$ cat src/rtl/pix_dump_pkg.sv
// Shared framing constants, widths and FSM encodings for the frame-buffer
// dump path, plus the pixel-to-byte split used by both pixel states.
package pix_dump_pkg;

    localparam logic [7:0] HDR0   = 8'hA5;
    localparam logic [7:0] HDR1   = 8'h5A;
    localparam int         PIX_W  = 12;
    localparam int         ADDR_W = 15;

    localparam logic [2:0] ST_IDLE = 3'd0;
    localparam logic [2:0] ST_HDR  = 3'd1;
    localparam logic [2:0] ST_RD   = 3'd2;
    localparam logic [2:0] ST_CAP  = 3'd3;
    localparam logic [2:0] ST_PHI  = 3'd4;
    localparam logic [2:0] ST_PLO  = 3'd5;
    localparam logic [2:0] ST_CKS  = 3'd6;
    localparam logic [2:0] ST_FIN  = 3'd7;

    // RGB444 goes out as {0,R} then {G,B}
    function automatic logic [7:0] pix_hi(input logic [PIX_W-1:0] p);
        return {4'h0, p[11:8]};
    endfunction

    function automatic logic [7:0] pix_lo(input logic [PIX_W-1:0] p);
        return p[7:0];
    endfunction

endpackage

$ cat src/rtl/pix_dump_tx_pacer.sv
// Byte-interval down-counter: load starts a CYCLES-long interval, fire stays
// high once it has elapsed until the next load or clear.
module tx_pacer #(
    parameter int CYCLES = 120
) (
    input  logic clk_i,
    input  logic rst_i,
    input  logic load_i,
    input  logic clear_i,
    output logic fire_o
);

    localparam int CW = (CYCLES > 1) ? $clog2(CYCLES) : 1;

    logic [CW-1:0] cnt_q, cnt_d;
    logic          armed_q, armed_d;

    always_comb begin
        cnt_d   = cnt_q;
        armed_d = armed_q;
        if (clear_i) begin
            cnt_d   = '0;
            armed_d = 1'b0;
        end else if (load_i) begin
            cnt_d   = CW'(CYCLES - 1);
            armed_d = 1'b1;
        end else if (cnt_q != '0) begin
            cnt_d = cnt_q - 1'b1;
        end
    end

    always_ff @(posedge clk_i) begin
        if (rst_i) begin
            cnt_q   <= '0;
            armed_q <= 1'b0;
        end else begin
            cnt_q   <= cnt_d;
            armed_q <= armed_d;
        end
    end

    assign fire_o = armed_q && (cnt_q == '0);

endmodule

$ cat src/rtl/pix_dump.sv
// Frame-buffer readback transmitter: header, raster-order RGB444 pixels as
// two bytes each, then an 8-bit checksum, paced at one byte per BYTE_CYCLES.
module pix_dump
    import pix_dump_pkg::*;
#(
    parameter int W         = 50,
    parameter int H         = 40,
    parameter int CLK_FRE   = 50,
    parameter int BAUD_RATE = 9600,
    parameter int PARITY_ON = 0,
    parameter int GAP_BITS  = 2
) (
    input  logic              i_clk_sys,
    input  logic              i_rst,
    input  logic              i_start,
    input  logic              i_abort,
    output logic              o_busy,
    output logic              o_done,
    output logic              o_rd_en,
    output logic [ADDR_W-1:0] o_rd_addr,
    input  logic [PIX_W-1:0]  i_rd_data,
    output logic [7:0]        o_tx_data,
    output logic              o_tx_valid
);

    localparam int BYTE_CYCLES = (CLK_FRE * 1000000 / BAUD_RATE) * (10 + PARITY_ON + GAP_BITS);
    localparam logic [ADDR_W-1:0] LAST_PIX = ADDR_W'(W * H - 1);

    logic [2:0]        state_q, state_d;
    logic [1:0]        hdr_q, hdr_d;
    logic [ADDR_W-1:0] addr_q, addr_d;
    logic [PIX_W-1:0]  pix_q, pix_d;
    logic [7:0]        cks_q, cks_d;
    logic [7:0]        txd_q, txd_d;
    logic              txv_q, txv_d;
    logic              done_q, done_d;
    logic              fire, load, clear;

    tx_pacer #(.CYCLES(BYTE_CYCLES)) u_pacer (
        .clk_i   (i_clk_sys),
        .rst_i   (i_rst),
        .load_i  (load),
        .clear_i (clear),
        .fire_o  (fire)
    );

    always_comb begin
        state_d = state_q;
        hdr_d   = hdr_q;
        addr_d  = addr_q;
        pix_d   = pix_q;
        cks_d   = cks_q;
        txd_d   = txd_q;
        txv_d   = 1'b0;
        done_d  = 1'b0;
        load    = 1'b0;
        clear   = 1'b0;
        // abort beats everything, including a start seen in the same cycle
        if (i_abort) begin
            state_d = ST_IDLE;
            clear   = 1'b1;
        end else begin
            case (state_q)
                ST_IDLE: if (i_start) begin
                    state_d = ST_HDR;
                    hdr_d   = 2'd1;
                    addr_d  = '0;
                    cks_d   = '0;
                    txd_d   = HDR0;
                    txv_d   = 1'b1;
                    load    = 1'b1;
                end
                ST_HDR: if (fire) begin
                    txv_d = 1'b1;
                    load  = 1'b1;
                    case (hdr_q)
                        2'd1:    txd_d = HDR1;
                        2'd2:    txd_d = 8'(W);
                        default: txd_d = 8'(H);
                    endcase
                    if (hdr_q == 2'd3) state_d = ST_RD;
                    else               hdr_d   = hdr_q + 2'd1;
                end
                ST_RD:  state_d = ST_CAP;
                ST_CAP: begin
                    pix_d   = i_rd_data;
                    state_d = ST_PHI;
                end
                ST_PHI: if (fire) begin
                    txd_d   = pix_hi(pix_q);
                    cks_d   = cks_q + pix_hi(pix_q);
                    txv_d   = 1'b1;
                    load    = 1'b1;
                    state_d = ST_PLO;
                end
                ST_PLO: if (fire) begin
                    txd_d = pix_lo(pix_q);
                    cks_d = cks_q + pix_lo(pix_q);
                    txv_d = 1'b1;
                    load  = 1'b1;
                    // the next read lands in the gap after this byte
                    if (addr_q == LAST_PIX) begin
                        state_d = ST_CKS;
                    end else begin
                        addr_d  = addr_q + 1'b1;
                        state_d = ST_RD;
                    end
                end
                ST_CKS: if (fire) begin
                    txd_d   = cks_q;
                    txv_d   = 1'b1;
                    load    = 1'b1;
                    state_d = ST_FIN;
                end
                ST_FIN: if (fire) begin
                    done_d  = 1'b1;
                    clear   = 1'b1;
                    state_d = ST_IDLE;
                end
                default: state_d = ST_IDLE;
            endcase
        end
    end

    always_ff @(posedge i_clk_sys) begin
        if (i_rst) begin
            state_q <= ST_IDLE;
            hdr_q   <= '0;
            addr_q  <= '0;
            pix_q   <= '0;
            cks_q   <= '0;
            txd_q   <= '0;
            txv_q   <= 1'b0;
            done_q  <= 1'b0;
        end else begin
            state_q <= state_d;
            hdr_q   <= hdr_d;
            addr_q  <= addr_d;
            pix_q   <= pix_d;
            cks_q   <= cks_d;
            txd_q   <= txd_d;
            txv_q   <= txv_d;
            done_q  <= done_d;
        end
    end

    assign o_busy     = (state_q != ST_IDLE);
    assign o_done     = done_q;
    assign o_rd_en    = (state_q == ST_RD);
    assign o_rd_addr  = addr_q;
    assign o_tx_data  = txd_q;
    assign o_tx_valid = txv_q;

endmodule

$ cat config.mk
export PLATFORM = sky130hd
export DESIGN_NAME = pix_dump
export DESIGN_NICKNAME = d
export VERILOG_FILES = /design/src/rtl/pix_dump_pkg.sv /design/src/rtl/pix_dump_tx_pacer.sv /design/src/rtl/pix_dump.sv
export SDC_FILE = /design/constraint.sdc
export NUM_CORES = 1
export LEC_CHECK = 0
export ABC_AREA = 1
export CAP_MARGIN = 0
export CELL_PAD_IN_SITES_DETAIL_PLACEMENT = 0
export CELL_PAD_IN_SITES_GLOBAL_PLACEMENT = 1
export CORE_MARGIN = 2
export CORE_UTILIZATION = 44
export CTS_CLUSTER_SIZE = 30
export DETAILED_ROUTE_END_ITERATION = 16
export MAX_ROUTING_LAYER = met4
export PLACE_DENSITY = 0.95
export SLEW_MARGIN = 30
export SYNTH_ARGS = -nofsm -noshare
export SYNTH_HDL_FRONTEND = slang
export SYNTH_HIERARCHICAL = 1
export SYNTH_SLANG_ARGS = --single-unit
$ cat constraint.sdc
create_clock -name i_clk_sys -period 4.3 [get_ports i_clk_sys]
set_clock_uncertainty 0.2 [all_clocks]
set_input_delay 0.86 -clock i_clk_sys [delete_from_list [all_inputs] [get_ports i_clk_sys]]
set_output_delay 0.86 -clock i_clk_sys [all_outputs]
set_load 0.01 [all_outputs]
After elaboration in Yosys (flattened, before gate mapping)
Cells that the tools add are included.
W data, S select, Z words.

cells by class
  bitwise gates (word level) = 1
  reductions and logical operators = 20
  multiplexer cells = 36
  equality and inequality tests = 20
  add/sub/neg operators = 5

operator list
  cell                     number
  $mux W8                  8
  $mux W15                 3
  $pmux W8 S5              1
  $mux W16                 2
  $pmux W15 S2             1
  $mux W3                  8
  $pmux W3 S8              1
  $pmux W8 S3              1
  $ne A2 B2 Y1 const B     9
  $logic_not A16 Y1        1
  $reduce_bool A16 Y1      1
  $sub A16 B1 Y16 const B  1
  $add A15 B1 Y15 const B  1
  $eq A15 B11 Y1 const B   1
  $reduce_and A5 Y1        3
  $pmux W7 S2              1
  $reduce_and A7 Y1        2
  $eq A3 B3 Y1 const B     4
  $add A8 B4 Y8            1
  $add A8 B8 Y8            1
  $eq A3 B2 Y1 const B     2
  $mux W2                  3
  $reduce_bool A2 Y1       3
  $reduce_bool A3 Y1       2
  15 further kinds         21

word-level totals
  word-level logic and storage cells = 93
  register bits = 67
  output and inout bits = 27

Logic depth before layout (Yosys ltp)
Gate-level depths: netlist of the first run.

  depth in word-level cells = 6
  depth in mapped cells = 17
  depth with buffers taken out = 16

Modules after synthesis
Netlist of the first run, hierarchy kept.

by module, submodules not included
  module    times used  area each (um^2)  seq. area each (um^2)  cells each
  pix_dump  1           3206.8            1001.0                 485
  tx_pacer  1           989.7             340.3                  144

Worst setup path before layout of the first run
OpenSTA, ideal clock, no wires.

  path kind = register to register
  start = register u_pacer.cnt_q[0]
  end = register u_pacer.cnt_q[0]
  setup time = 56 ps
  arrival = 2393 ps
  clock period less this slack = 2650 ps
  data required time = 4044 ps
  stages on the path, launching flop included = 17
  path slack = 1650 ps
  cell sequence = dfxtp_1 > inv_1 > ha_1 > nand2_2 > inv_1 > nand2_1 > nor4_1 > inv_1 > nand2_1 > inv_1 > nor3_4 > buf_6 > inv_1 > clkbuf_1 > nand3_1 > nand2_1 > inv_1

on the way
  cells in the longest elaborated chain, start to end = 6
  elaborated cells between the ends (all ways) = 13
  classes of those cells = 1 x add/sub; 7 x mux; 5 x reduce/logical

RTL lines
  item                                                   line                     text
  start: declaration                                     pix_dump_tx_pacer.sv:15  logic [CW-1:0] cnt_q, cnt_d;
  start signal: assignment                               pix_dump_tx_pacer.sv:37  cnt_q <= cnt_d;
  $logic_not A16 Y1 *                                    pix_dump_tx_pacer.sv:42  assign fire_o = armed_q && (cnt_q == '0);
  $logic_and A1 B1 Y1 *                                  pix_dump_tx_pacer.sv:42
  net fire                                               pix_dump.sv:37           logic fire, load, clear;
  $mux W1 *                                              --
  $pmux W1 S2 *                                          pix_dump.sv:63           case (state_q)
  $mux W1 *                                              --
  net load                                               pix_dump.sv:37
  $mux W16 / $reduce_bool A2 Y1 (equally long branches)  --

The timed path passes the listed nets; every way through them passes the cells marked *. The select of a mux whose other input is x is not followed.
A chain may end at the register's enable or synchronous reset.

Final worst setup path of the first run
  start = register state_q[2]
  end = register cks_q[4]

on the way
  cells in the longest elaborated chain, start to end = 3
  elaborated cells between the ends (all ways) = 9
  classes of those cells = 5 x eq/ne; 1 x mux; 3 x reduce/logical

RTL lines
  item                                                                        line             text
  start: declaration                                                          pix_dump.sv:29   logic [2:0] state_q, state_d;
  start signal: assignment                                                    pix_dump.sv:136  state_q <= state_d;
  $eq A3 B3 Y1 / $logic_not A3 Y1 (equally long branches)                     pix_dump.sv:63
  $ne A2 B2 Y1 (no source line) / $reduce_bool A3 Y1 (equally long branches)  --
  $reduce_and A5 Y1 (no source line)                                          --
  end signal: assignment                                                      pix_dump.sv:140  cks_q <= cks_d;
  end: declaration                                                            pix_dump.sv:33   logic [7:0] cks_q, cks_d;

Parallel ways exist; a longest one is shown, timed or not.

==> metrics.txt, run 1 <==
status=complete, no violations; Flop pwr share=0.383; # nets final=698; clk buf depth=2; DRC Markers=0; Routed WL=10.5 mm; fillers=934; post-synth top area cell=dfxtp_1; P&R area growth vs syn=16.7%; most common cell after layout, fill and taps aside=nand2_1; antenna viol nets, final=0; critical-path maximum fanout=20; antenna violations before repair=0; top cells by area, synth=dfxtp_1, nand2_1, nor2_1; Worst Tran Pin Value=641 ps; CTS tree=built; initial core utilization=0.454; setup TNS=0 ps; Core ar.=9240 sq um; syn nets=659; setup repair bufs after CTS=0; wire per inst=13.1 um; post-synth design cell area=4200 sq um; net switching power=0.649 mW; # H-tree levels=3; clk_lat worst skew=360 ps; FP Rows=35; Clk pwr share=0.333; RD Place Congestion=0.849; final setup vio count=0; post-synth cell types=38; register area share after synthesis=0.320; Resize count post-CTS=0; Final Hold Slack=267 ps; Switching Share=0.355; number of I/O pins=43; Tot GR Track Use=0.223; Final Hold Violating Endpoints=0; max cap viols=0; Synth Instances=629; via count of the first global-routing pass=3795; Worst VDD drop=175 uV; Power Dens Cells=373 nW/um^2; Gate power share=0.284; CP Launch Type=register; Die ar.=10300 sq um; die height=102 um; antenna fix cells=0; Synth Register Bits=67; required time worst endpoint=4340 ps; DRT iter0 DRCs=240; fin crit share=0.714; multi-input combinational cell area=2430 sq um; via/cell ratio=5.00; Port Buffers=42; Root Buffer Master=clkbuf_8; leakage power=2.08 nW; Slew Viols, Final=0; vias after detailed routing=4014; Rel. slew slack=0.572; Main synth FF type=dfxtp_1; CTS clock-pin slew for the worst setup and hold paths=80 ps; Yosys warnings=6; FF/Latch Area=1340 sq um; Max Freq=326 MHz; HP Class=reg2reg; number of flops mapped to enable cells by yosys=0; Synth top area share=0.320; fraction of layout cells with a size suffix above 1=0.119; GR Overflow Total=0; Die W=102 um; first-pass GRT wire length=17.7 mm; CP arrival=3110 ps; pin count of the biggest net entering global routing=29; Post-DP HPWL=7.85 mm; crit path time final=3070 ps; number of buffers created by CTS=9; unrepaired setup endpoints after global routing=no; router iterations before antenna repair=4; syn_area_per_cell=6.67 sq um; flop2flop setup slack=1230 ps; hold buffer count at CTS=0; clock tree sinks=67; most frequent cells in the layout=nand2_1, nor2_1, inv_1; Internal Pwr Total=1.18 mW; ys async rst share=0; critical path capture point type=register; CP Class=reg2reg
-- Yosys cell counts, drive strengths merged (2+ instances only) --
cell	n
and3	2
nand4	19
xor2	6
o21ai	25
a21oi	46
xnor2	7
dfxtp	67
buf	11
clkbuf	6
nand2	174
nor3	7
nor2	115
o211ai	2
ha	13
nand3	41
inv	78
nor3b	4
or2	2
-- through the flow --
stage               cells  worst slack (ps)  cell area [sq um]  utilization  power [mW]
floorplan             629              1650               4200            -        1.12
detailed placement    786              1220               4670        0.506        1.23
global route          802               864               4900        0.530        1.94
global placement      786              1320               4670        0.506        1.22
CTS                   802              1240               4900        0.530        1.84
finish                802              1230               4900        0.530        1.83
-- worst max-delay path, stage by stage (launching register included) --
cell	delay, ps
dfxtp_1	590
nand3_2	120
buf_4	240
inv_1	350
nand2_1	120
o21ai_0	100
ha_1	210
inv_1	60
fa_1	410
inv_1	90
nand3_1	60
nand3_1	90
xnor2_1	110
nor2_1	60
nor2_1	80
nor2_1	40
-- sequential cells by signal, indices dropped and copies added, names as in the netlist, 2 cells and up --
name,count
u_pacer/cnt_q,16
cks_q,8
o_rd_addr,15
state_q,3
pix_q,12
hdr_q,2
o_tx_data,8
-- area by class of cell --
cell class	count	area share
Clock buffer	9	0.0253
Clock inverter	7	0.0204
Inverter	79	0.0605
Multi-Input combinational cell	466	0.497
Sequential cell	67	0.274
Tap cell	129	0.0330
Timing Repair Buffer	45	0.0904
-- power groups by stage --
| stage | Clock (mW) | Sequential, mW | Combinational, mW |
|---|---|---|---|
| after global placement | 0 | 0.712 | 0.504 |
| after floorplan | 0 | 0.705 | 0.415 |
| after global routing | 0.644 | 0.706 | 0.587 |
| after CTS | 0.618 | 0.700 | 0.520 |
| after detailed placement | 0 | 0.714 | 0.516 |
| final | 0.608 | 0.701 | 0.520 |
-- worst paths after layout --
kind,startpoint,to,cells past startpoint
worst min-delay path,u_pacer/armed_q,u_pacer/armed_q,2
worst max register to register,state_q[2],cks_q[4],15
worst max-delay path,state_q[2],cks_q[4],15
worst min register to register,u_pacer/armed_q,u_pacer/armed_q,2
-- cell families (layout without fill, tap and decap cells) --
family | after synthesis | after routing | synth area share
and+or+nand+nor | 365 | 365 | 0.407
buffers and inverters | 96 | 140 | 0.101
DFF | 67 | 67 | 0.320
adders and majority gates | 14 | 14 | 0.0435
AOI/OAI and AO/OA | 74 | 74 | 0.102
xor gates and xnor gates | 13 | 13 | 0.0271
-- routing by layer --
metal	track usage	part of all wire
met5	-	0
met4	0.0593	0.012
met3	0.0380	0.046
met2	0.353	0.46
met1	0.294	0.48
No activity file was read; power rests on OpenSTA's default activity.
==> run 2: changes to the inputs <==
- CORE_UTILIZATION: 44 -> 37
- PLACE_DENSITY: 0.95 -> 0.88
- clock period: 4.3 -> 2.55 ns (I/O delays scaled with it)
==> metrics.txt, run 2 (synthesis results as in run 1) <==
Resize count post-CTS=0; Final Hold Violating Endpoints=0; most common cell after layout, fill and taps aside=nand2_1; wire per inst=13.0 um; leakage power=2.17 nW; Switching Share=0.332; clk_lat worst skew=330 ps; DRC Markers=0; unrepaired setup endpoints after global routing=no; first-pass GRT wire length=17.9 mm; met1 wire length=5.47 mm; Die ar.=12200 sq um; number of I/O pins=43; final instance area=5070 sq um; CTS tree=built; Slew Viols, Final=0; CP arrival=1700 ps; Power Dens Cells=639 nW/um^2; Final Hold Slack=256 ps; fraction of layout cells with a size suffix above 1=0.137; Clk pwr share=0.355; DRT iter0 DRCs=195; max cap viols=0; Worst VDD drop=507 uV; final setup vio count=0; via count of the first global-routing pass=3720; critical-path maximum fanout=6; Port Buffers=42; router iterations before antenna repair=4; Worst Tran Pin Value=568 ps; GR Overflow Total=0; die height=111 um; initial core utilization=0.384; P&R area growth vs syn=20.8%; most frequent cells in the layout=nand2_1, nor2_1, inv_1; met2 wire length=4.70 mm; Die W=111 um; # H-tree levels=3; Root Buffer Master=clkbuf_16; Internal Pwr Total=2.17 mW; required time worst endpoint=1840 ps; multi-input combinational cell area=2440 sq um; setup TNS=0 ps; HP Class=reg2reg; CTS clock-pin slew for the worst setup and hold paths=60 ps; status=complete, no violations; max reg flops=16; FF/Latch Area=1340 sq um; Gate power share=0.283; Max Freq=415 MHz; Met3 Wirelength=439 um; clk buf depth=2; via/cell ratio=4.79; # nets final=710; setup repair bufs after CTS=0; fillers=1114; RD Place Congestion=0.896; CP Launch Type=register; DP Area=4780 sq um; critical path capture point type=primary output; antenna violations before repair=0; Flop pwr share=0.362; hold buffer count at CTS=0; Routed WL=10.7 mm; Tot GR Track Use=0.184; Rel. slew slack=0.620; vias after detailed routing=3955; number of buffers created by CTS=9; antenna viol nets, final=0; pin count of the biggest net entering global routing=20; antenna fix cells=0; Largest Register=u_pacer/cnt_q; net switching power=1.08 mW; top sig layer=met4; FP Rows=38; CP Class=reg2out; Core ar.=10900 sq um; crit path time final=2410 ps; clock tree sinks=67; fin crit share=0.945; Post-DP HPWL=8.09 mm
==> run 2: routing by layer <==
metal | vias to the layer above | global-route usage
met1 | 1770 | 0.245
met3 | 11 | 0.0428
met4 | 0 | 0.0542
met5 | - | -
met2 | 79 | 0.280
li1 | 2095 | -
==> run 2: final cells by class <==
class | count | area share
multi-input cells | 466 | 0.482
flip-flops and latches | 67 | 0.265
repair buffers | 57 | 0.106
inverters | 79 | 0.0590
clock buffers | 14 | 0.0521
well taps | 140 | 0.0346
clock inverters | 2 | 0.00197
==> run 2: power by group through the flow <==
stage | registers, mW | clock network [mW] | logic [mW]
final | 1.17 | 1.15 | 0.916
after global routing | 1.18 | 1.23 | 1.03
after CTS | 1.17 | 1.19 | 0.910
after detailed placement | 1.19 | 0 | 0.906
after global placement | 1.19 | 0 | 0.890
after floorplan | 1.19 | 0 | 0.705
==> run 2: worst max-delay path, stage by stage (launching register included) <==
cell	delay, ps
dfxtp_1	320
buf_4	150
inv_2	100
nand2_1	70
nor2_1	160
clkdlybuf4s50_1	560
==> run 2: stage by stage <==
| stage | total power, mW | instances | setup slack [ps] | util |
|---|---|---|---|---|
| after floorplan | 1.89 | 629 | 98.7 | - |
| after global placement | 2.08 | 809 | 244 | 0.438 |
| after detailed placement | 2.10 | 809 | 156 | 0.438 |
| after CTS | 3.27 | 825 | 134 | 0.463 |
| after global routing | 3.45 | 825 | 36.5 | 0.464 |
| final | 3.24 | 825 | 141 | 0.464 |
==> run 2: path summary, 6_finish.rpt <==
path                            cells after the start        from       end  slack, ps
worst max-delay path                                5  state_q[0]   o_rd_en        140
worst min-delay path                                2    pix_q[4]  pix_q[4]        260
worst max register to register                     15  state_q[1]  cks_q[4]        220
worst min register to register                      2    pix_q[4]  pix_q[4]        260
